**config.mk**
```make
export PLATFORM = sky130hd
export DESIGN_NAME = apb_reg_initiator_flat
export DESIGN_NICKNAME = d
export VERILOG_FILES = /design/src/rtl/apb_reg_initiator_pkg.sv /design/src/rtl/apb_reg_initiator_if.sv /design/src/rtl/apb_reg_initiator.sv /design/src/flat_wrapper.sv
export SDC_FILE = /design/constraint.sdc
export NUM_CORES = 1
export LEC_CHECK = 0
export BUFFER_PORTS_ARGS = -buffer_cell sky130_fd_sc_hd__buf_2
export CORE_AREA = 4 4 106 108
export CTS_CLUSTER_DIAMETER = 150
export DETAILED_ROUTE_END_ITERATION = 16
export DIE_AREA = 0 0 110 112
export PLACE_DENSITY = 0.84
export SYNTH_ARGS = -nofsm -noshare
export SYNTH_HDL_FRONTEND = slang
export SYNTH_SLANG_ARGS = --single-unit
```
**constraint.sdc**
```tcl
create_clock -name clk -period 3.15 [get_ports clk]
set_input_delay 0.63 -clock clk [delete_from_list [all_inputs] [get_ports clk]]
set_output_delay 0.63 -clock clk [all_outputs]
set_load 0.05 [all_outputs]
```
**src/rtl/apb_reg_initiator_pkg.sv**
```systemverilog
// Shared register-path types for the APB register initiator.
package apb_reg_initiator_pkg;

    localparam int unsigned APB_ADDR_W          = 32;
    localparam int unsigned APB_DATA_W          = 32;
    localparam int unsigned TIMEOUT_CYCLES_DFLT = 64;

    // Command carried on the request channel.
    typedef struct packed {
        logic                  write;
        logic [APB_ADDR_W-1:0] addr;
        logic [APB_DATA_W-1:0] wdata;
    } apbReqSt;

    // Result carried on the response channel.
    typedef struct packed {
        logic [APB_DATA_W-1:0] rdata;
        logic                  slverr;
        logic                  timeout;
    } apbRspSt;

    typedef enum logic [1:0] {
        ST_IDLE,
        ST_SETUP,
        ST_ACCESS,
        ST_RESP
    } apb_state_e;

endpackage

```
**src/rtl/apb_reg_initiator_if.sv**
```systemverilog
// Ready/valid channel and APB3 bus interfaces used by the register initiator.

// Generic ready/valid channel carrying a flat payload.
interface rdy_vld_if #(
    parameter int unsigned W = 1
);
    logic         vld;
    logic         rdy;
    logic [W-1:0] pld;

    modport src (output vld, output pld, input  rdy);
    modport dst (input  vld, input  pld, output rdy);
endinterface

// APB3 bus: src is the requester, dst is the register target.
interface apb_if #(
    parameter int unsigned ADDR_W = 32,
    parameter int unsigned DATA_W = 32
);
    logic [ADDR_W-1:0] paddr;
    logic              psel;
    logic              penable;
    logic              pwrite;
    logic [DATA_W-1:0] pwdata;
    logic [DATA_W-1:0] prdata;
    logic              pready;
    logic              pslverr;

    modport src (
        output paddr, output psel, output penable, output pwrite, output pwdata,
        input  prdata, input  pready, input  pslverr
    );
    modport dst (
        input  paddr, input  psel, input  penable, input  pwrite, input  pwdata,
        output prdata, output pready, output pslverr
    );
endinterface

```
**src/rtl/apb_reg_initiator.sv**
```systemverilog
// APB3 register requester: one command in, one APB transfer, one response out,
// with a bounded wait so a stalled target cannot hang the requester.
module apb_reg_initiator
    import apb_reg_initiator_pkg::*;
#(
    parameter int unsigned ADDR_W         = APB_ADDR_W,
    parameter int unsigned DATA_W         = APB_DATA_W,
    parameter int unsigned TIMEOUT_CYCLES = TIMEOUT_CYCLES_DFLT,
    parameter int unsigned ERRCNT_W       = 16
) (
    input  logic                clk,
    input  logic                rst_n,
    rdy_vld_if.dst              regReq,
    rdy_vld_if.src              regRsp,
    apb_if.src                  apbReg,
    output logic [ERRCNT_W-1:0] errCount
);

    // Wait counter is wide enough to hold TIMEOUT_CYCLES itself, so it never wraps.
    localparam int unsigned     WCNT_W     = (TIMEOUT_CYCLES == 0) ? 1 : $clog2(TIMEOUT_CYCLES + 1);
    localparam logic [WCNT_W-1:0] WCNT_LIMIT = WCNT_W'(TIMEOUT_CYCLES);

    apb_state_e          state_q, state_d;
    logic                req_rdy_q, req_rdy_d;
    logic [ADDR_W-1:0]   paddr_q, paddr_d;
    logic                pwrite_q, pwrite_d;
    logic [DATA_W-1:0]   pwdata_q, pwdata_d;
    logic                psel_q, psel_d;
    logic                penable_q, penable_d;
    logic                rsp_vld_q, rsp_vld_d;
    logic [DATA_W-1:0]   rsp_rdata_q, rsp_rdata_d;
    logic                rsp_slverr_q, rsp_slverr_d;
    logic                rsp_timeout_q, rsp_timeout_d;
    logic [WCNT_W-1:0]   wcnt_q, wcnt_d;
    logic [ERRCNT_W-1:0] errcnt_q, errcnt_d;
    logic [WCNT_W-1:0]   wcnt_inc;

    assign wcnt_inc = wcnt_q + WCNT_W'(1);

    // Next-state, datapath capture and registered-output decode.
    always_comb begin
        state_d       = state_q;
        paddr_d       = paddr_q;
        pwrite_d      = pwrite_q;
        pwdata_d      = pwdata_q;
        rsp_rdata_d   = rsp_rdata_q;
        rsp_slverr_d  = rsp_slverr_q;
        rsp_timeout_d = rsp_timeout_q;
        wcnt_d        = wcnt_q;
        errcnt_d      = errcnt_q;

        case (state_q)
            ST_IDLE: begin
                // req_rdy_q is only high in IDLE, and low for the first cycle after reset.
                if (regReq.vld && req_rdy_q) begin
                    state_d  = ST_SETUP;
                    paddr_d  = regReq.pld[DATA_W +: ADDR_W] & ~ADDR_W'(3);
                    pwrite_d = regReq.pld[ADDR_W + DATA_W];
                    pwdata_d = regReq.pld[DATA_W-1:0];
                    wcnt_d   = '0;
                end
            end
            ST_SETUP: begin
                state_d = ST_ACCESS;
            end
            ST_ACCESS: begin
                // pready takes priority over a timeout reached in the same cycle.
                if (apbReg.pready) begin
                    state_d       = ST_RESP;
                    rsp_rdata_d   = pwrite_q ? '0 : apbReg.prdata;
                    rsp_slverr_d  = apbReg.pslverr;
                    rsp_timeout_d = 1'b0;
                end else begin
                    if (wcnt_q != '1) begin
                        wcnt_d = wcnt_inc;
                    end
                    if ((TIMEOUT_CYCLES != 0) && (wcnt_inc == WCNT_LIMIT)) begin
                        state_d       = ST_RESP;
                        rsp_rdata_d   = '0;
                        rsp_slverr_d  = 1'b1;
                        rsp_timeout_d = 1'b1;
                    end
                end
            end
            ST_RESP: begin
                if (regRsp.rdy) begin
                    state_d = ST_IDLE;
                    if (rsp_slverr_q && (errcnt_q != '1)) begin
                        errcnt_d = errcnt_q + ERRCNT_W'(1);
                    end
                end
            end
            default: begin
                state_d = ST_IDLE;
            end
        endcase

        req_rdy_d = (state_d == ST_IDLE);
        psel_d    = (state_d == ST_SETUP) || (state_d == ST_ACCESS);
        penable_d = (state_d == ST_ACCESS);
        rsp_vld_d = (state_d == ST_RESP);
    end

    // State and output registers; reset drops the bus and discards any pending response.
    always_ff @(posedge clk or negedge rst_n) begin
        if (!rst_n) begin
            state_q       <= ST_IDLE;
            req_rdy_q     <= 1'b0;
            paddr_q       <= '0;
            pwrite_q      <= 1'b0;
            pwdata_q      <= '0;
            psel_q        <= 1'b0;
            penable_q     <= 1'b0;
            rsp_vld_q     <= 1'b0;
            rsp_rdata_q   <= '0;
            rsp_slverr_q  <= 1'b0;
            rsp_timeout_q <= 1'b0;
            wcnt_q        <= '0;
            errcnt_q      <= '0;
        end else begin
            state_q       <= state_d;
            req_rdy_q     <= req_rdy_d;
            paddr_q       <= paddr_d;
            pwrite_q      <= pwrite_d;
            pwdata_q      <= pwdata_d;
            psel_q        <= psel_d;
            penable_q     <= penable_d;
            rsp_vld_q     <= rsp_vld_d;
            rsp_rdata_q   <= rsp_rdata_d;
            rsp_slverr_q  <= rsp_slverr_d;
            rsp_timeout_q <= rsp_timeout_d;
            wcnt_q        <= wcnt_d;
            errcnt_q      <= errcnt_d;
        end
    end

    assign regReq.rdy     = req_rdy_q;
    assign regRsp.vld     = rsp_vld_q;
    assign regRsp.pld     = {rsp_rdata_q, rsp_slverr_q, rsp_timeout_q};
    assign apbReg.paddr   = paddr_q;
    assign apbReg.psel    = psel_q;
    assign apbReg.penable = penable_q;
    assign apbReg.pwrite  = pwrite_q;
    assign apbReg.pwdata  = pwdata_q;
    assign errCount       = errcnt_q;

endmodule

```
**src/flat_wrapper.sv**
```systemverilog
// flat-port wrapper written by rule: the top's interface ports become plain ports
module apb_reg_initiator_flat import apb_reg_initiator_pkg::*;
#(
    parameter int unsigned ADDR_W         = APB_ADDR_W,
    parameter int unsigned DATA_W         = APB_DATA_W,
    parameter int unsigned TIMEOUT_CYCLES = TIMEOUT_CYCLES_DFLT,
    parameter int unsigned ERRCNT_W       = 16
)
  (clk, rst_n, errCount, regReq_vld, regReq_pld, regReq_rdy, regRsp_vld, regRsp_pld, regRsp_rdy, apbReg_paddr, apbReg_psel, apbReg_penable, apbReg_pwrite, apbReg_pwdata, apbReg_prdata, apbReg_pready, apbReg_pslverr);
  rdy_vld_if #(.W(65)) regReq_i ();
  rdy_vld_if #(.W(34)) regRsp_i ();
  apb_if #(.ADDR_W(ADDR_W), .DATA_W(DATA_W)) apbReg_i ();
  input  logic clk;
  input  logic rst_n;
  output logic [ERRCNT_W-1:0] errCount;
  input wire logic [$bits(regReq_i.vld)-1:0] regReq_vld;
  input wire logic [$bits(regReq_i.pld)-1:0] regReq_pld;
  output wire logic [$bits(regReq_i.rdy)-1:0] regReq_rdy;
  output wire logic [$bits(regRsp_i.vld)-1:0] regRsp_vld;
  output wire logic [$bits(regRsp_i.pld)-1:0] regRsp_pld;
  input wire logic [$bits(regRsp_i.rdy)-1:0] regRsp_rdy;
  output wire logic [$bits(apbReg_i.paddr)-1:0] apbReg_paddr;
  output wire logic [$bits(apbReg_i.psel)-1:0] apbReg_psel;
  output wire logic [$bits(apbReg_i.penable)-1:0] apbReg_penable;
  output wire logic [$bits(apbReg_i.pwrite)-1:0] apbReg_pwrite;
  output wire logic [$bits(apbReg_i.pwdata)-1:0] apbReg_pwdata;
  input wire logic [$bits(apbReg_i.prdata)-1:0] apbReg_prdata;
  input wire logic [$bits(apbReg_i.pready)-1:0] apbReg_pready;
  input wire logic [$bits(apbReg_i.pslverr)-1:0] apbReg_pslverr;
  assign regReq_i.vld = regReq_vld;
  assign regReq_i.pld = regReq_pld;
  assign regReq_rdy = regReq_i.rdy;
  assign regRsp_vld = regRsp_i.vld;
  assign regRsp_pld = regRsp_i.pld;
  assign regRsp_i.rdy = regRsp_rdy;
  assign apbReg_paddr = apbReg_i.paddr;
  assign apbReg_psel = apbReg_i.psel;
  assign apbReg_penable = apbReg_i.penable;
  assign apbReg_pwrite = apbReg_i.pwrite;
  assign apbReg_pwdata = apbReg_i.pwdata;
  assign apbReg_i.prdata = apbReg_prdata;
  assign apbReg_i.pready = apbReg_pready;
  assign apbReg_i.pslverr = apbReg_pslverr;
  apb_reg_initiator #(.ADDR_W(ADDR_W), .DATA_W(DATA_W), .TIMEOUT_CYCLES(TIMEOUT_CYCLES), .ERRCNT_W(ERRCNT_W)) u_core (.clk(clk), .rst_n(rst_n), .regReq(regReq_i), .regRsp(regRsp_i), .apbReg(apbReg_i), .errCount(errCount));
endmodule
```
==> results_dict.tcl <==
set metrics [dict create \
    ys.flop_type "dfrtp_1" \
    reg2reg_from "u_core.wcnt_q[0]$_DFFE_PN0P_" \
    drc 0 \
    slew_viol_final 0 \
    area_growth_pct 34.43 \
    vias 3988 \
    overflow 0 \
    relSlewSlack 0.5225 \
    synth_async_sr_flop_share 1.000 \
    synth.most_common_cell "dfrtp_1" \
    cts_root_buffer "clkbuf_8" \
    fill_cells 766 \
    antenna_found_initial 0 \
    start_kind "register" \
    synth_cells 427 \
    tritoncts "built" \
    ff2ff_setup_slack_ns 0.88 \
    syn_area_per_cell_um2 12.16 \
    die_h_um 112 \
    hold_buffers 0 \
    drv_cap 0 \
    ir_drop_v 0.0006826 \
    setup_viol 0 \
    dpl.hpwl_um 8952 \
    final_antenna_net_count 0 \
    grt_pass1_vias 4138 \
    numCtsBuffers 17 \
    num-nets-final 755 \
    status "finished, final reports clean" \
    yosysTopAreaCellShare 0.6072 \
    fmax_mhz 441.4 \
    cts_max_path_buffers 2 \
    crit_fanout 19 \
    grt_pass1_wl_um 19680 \
    netlist_top_cells_area "dfrtp_1, mux2_2, nand2_1, o21ai_0, xor2_1" \
    drive_above_1_share 0.4954 \
    cts_setup_buffers 0 \
    clk_pin_slew_ns 0.06 \
    post_cts_resized 0 \
    synthDistinctLibCells 42 \
    grt_use_total 0.2024 \
    worst_r2r_endpoint "u_core.rsp_rdata_q[20]$_DFFE_PN0P_" \
    powerDensity_nw_per_um2 1214 \
    ys_seq_area_frac 0.6072 \
    initial_core_util 0.5075 \
    drtIter0Drc 203 \
    num_rows 37 \
    setup_tns_ns 0 \
    htree_levels 4 \
    holdWs_ns 0.1043 \
    worstSetupEndpointType "register" \
    synth_edf_count 0 \
    dieArea_um2 12320 \
    synth-seq-cells 126 \
    avgRoutedWirePerCell_um 15.27 \
    antenna_cells 0 \
    drt_first_pass_iters 4 \
    numPortBuffers 217 \
    io-pin-count 222 \
    viasPerCell 5.023 \
    worstPathRequired_ns 3.51 \
    skew_ns 0.009783 \
    wl_um 12120 \
    tightestPinTransition_ns 0.7140 \
    yosys_warnings 0 \
    synth_area_leader_cell "dfrtp_1" \
    core_um2 10230 \
    hold_class "input pin to async pin" \
    hold_viol_final 0 \
    place_congestion 0.8179 \
    grt_start_max_net_pins 54 \
    r2r.worst_path.cells 5 \
    netlist_area_um2 5192 \
    rsz0062_at_grt "no" \
    dp_cells 764 \
    die_x_um 110 \
    fin_cells 794 \
    leakage_nw 3.551 \
    period_share 0.7192 \
    clock-sinks 126 \
    cp_data_arrival_time_ns 2.63 \
    synthTopCellsByCount "dfrtp_1, nand2_1, mux2_2" \
    min_period_ns 2.265 \
    worst_skew_pair.late_latency_ns 0.50 \
    worst-setup-path-type "register to register" \
]
[metrics by stage]
stage	setup WS (ns)	utilization	power (mW)	instance area, um^2
3_5_place_dp	0.8696	0.6248	6.613	6392
3_3_place_gp	0.9755	0.6248	6.485	6392
2_1_floorplan	1.004	-	5.603	5196
5_1_grt	0.7241	0.6823	8.907	6980
4_1_cts	0.8599	0.6823	8.560	6980
6_report	0.8846	0.6823	8.472	6980
[worst max-delay path, cell delays in order, from the launching register on]
cell      delay, ns
dfrtp_1        0.45
and3_4         0.23
a211o_1        0.32
a211oi_4       0.65
buf_4          0.33
o21ai_0        0.14
[worst max path at each step]
stage | start | endpoint | cells after the start
after floorplan | u_core.errCount[0]$_DFFE_PN0P_ | u_core.errCount[1]$_DFFE_PN0P_ | 5
after global placement | u_core.wcnt_q[0]$_DFFE_PN0P_ | u_core.rsp_rdata_q[9]$_DFFE_PN0P_ | 5
after detailed placement | u_core.wcnt_q[0]$_DFFE_PN0P_ | u_core.rsp_rdata_q[6]$_DFFE_PN0P_ | 5
after CTS | u_core.wcnt_q[0]$_DFFE_PN0P_ | u_core.rsp_rdata_q[20]$_DFFE_PN0P_ | 5
after global routing | u_core.wcnt_q[0]$_DFFE_PN0P_ | u_core.rsp_rdata_q[20]$_DFFE_PN0P_ | 5
final | u_core.wcnt_q[0]$_DFFE_PN0P_ | u_core.rsp_rdata_q[20]$_DFFE_PN0P_ | 5
[sequential cells by signal, indices dropped and copies added, names as in the netlist]
| signal | cells |
|---|---|
| u_core.state_q | 2 |
| u_core.rsp_rdata_q | 32 |
| u_core.regReq.rdy | 1 |
| u_core.rsp_slverr_q | 1 |
| u_core.apbReg.paddr | 30 |
| u_core.errCount | 16 |
| u_core.rsp_timeout_q | 1 |
| u_core.apbReg.pwdata | 32 |
| u_core.wcnt_q | 7 |
| u_core.apbReg.penable | 1 |
| u_core.apbReg.psel | 1 |
| u_core.regRsp.vld | 1 |
| u_core.apbReg.pwrite | 1 |
[power breakdown]
group	internal, mW	switching, mW
logic	0.978	2.93
registers	2.26	0.383
clock network	1.28	0.635
[placed cells by master, fill, tap and decap left out, drive strengths merged, types with 2 or more instances in the layout]
master	instances
buf	224
xor2	10
or3	2
nor3	8
nand3	8
clkbuf	24
nand4	9
and3	2
a211oi	3
mux2	68
o21ai	41
nand2	81
clkinv	2
inv	4
nor2	5
nor4	4
o21a	2
ha	5
or2	3
nand2b	4
conb	2
dfrtp	126
bufinv	3
a211o	3
[layer usage]
layer,part of all wire,global-route usage,up-vias
met5,0,0,-
met4,0.010,0.06401,0
met3,0.084,0.07304,10
met2,0.50,0.3362,156
met1,0.40,0.2436,1913
li1,-,-,1909
[cells by family after synthesis]
kind of cell / Yosys count / share of synthesized area
other: 1 / 0.0007222
AND/OR/NAND/NOR: 133 / 0.1181
XOR/XNOR: 11 / 0.01855
adder cells (fa/ha/maj): 5 / 0.01205
multiplexers: 69 / 0.1494
flip-flops: 126 / 0.6072
buffers and inverters: 28 / 0.03132
AO/OA/AOI/OAI: 54 / 0.06265
[final cells by class]
class,count,area [um^2],share of cell area
timing repair buffer,224,1154,0.1653
tap,136,170.2,0.02438
inverter,4,15.01,0.002151
sequential,126,3153,0.4517
clock inverter,6,107.6,0.01541
clock buffer,24,480.5,0.06883
multi-input combinational,274,1901,0.2723
Power figures use the tool's default switching activity.
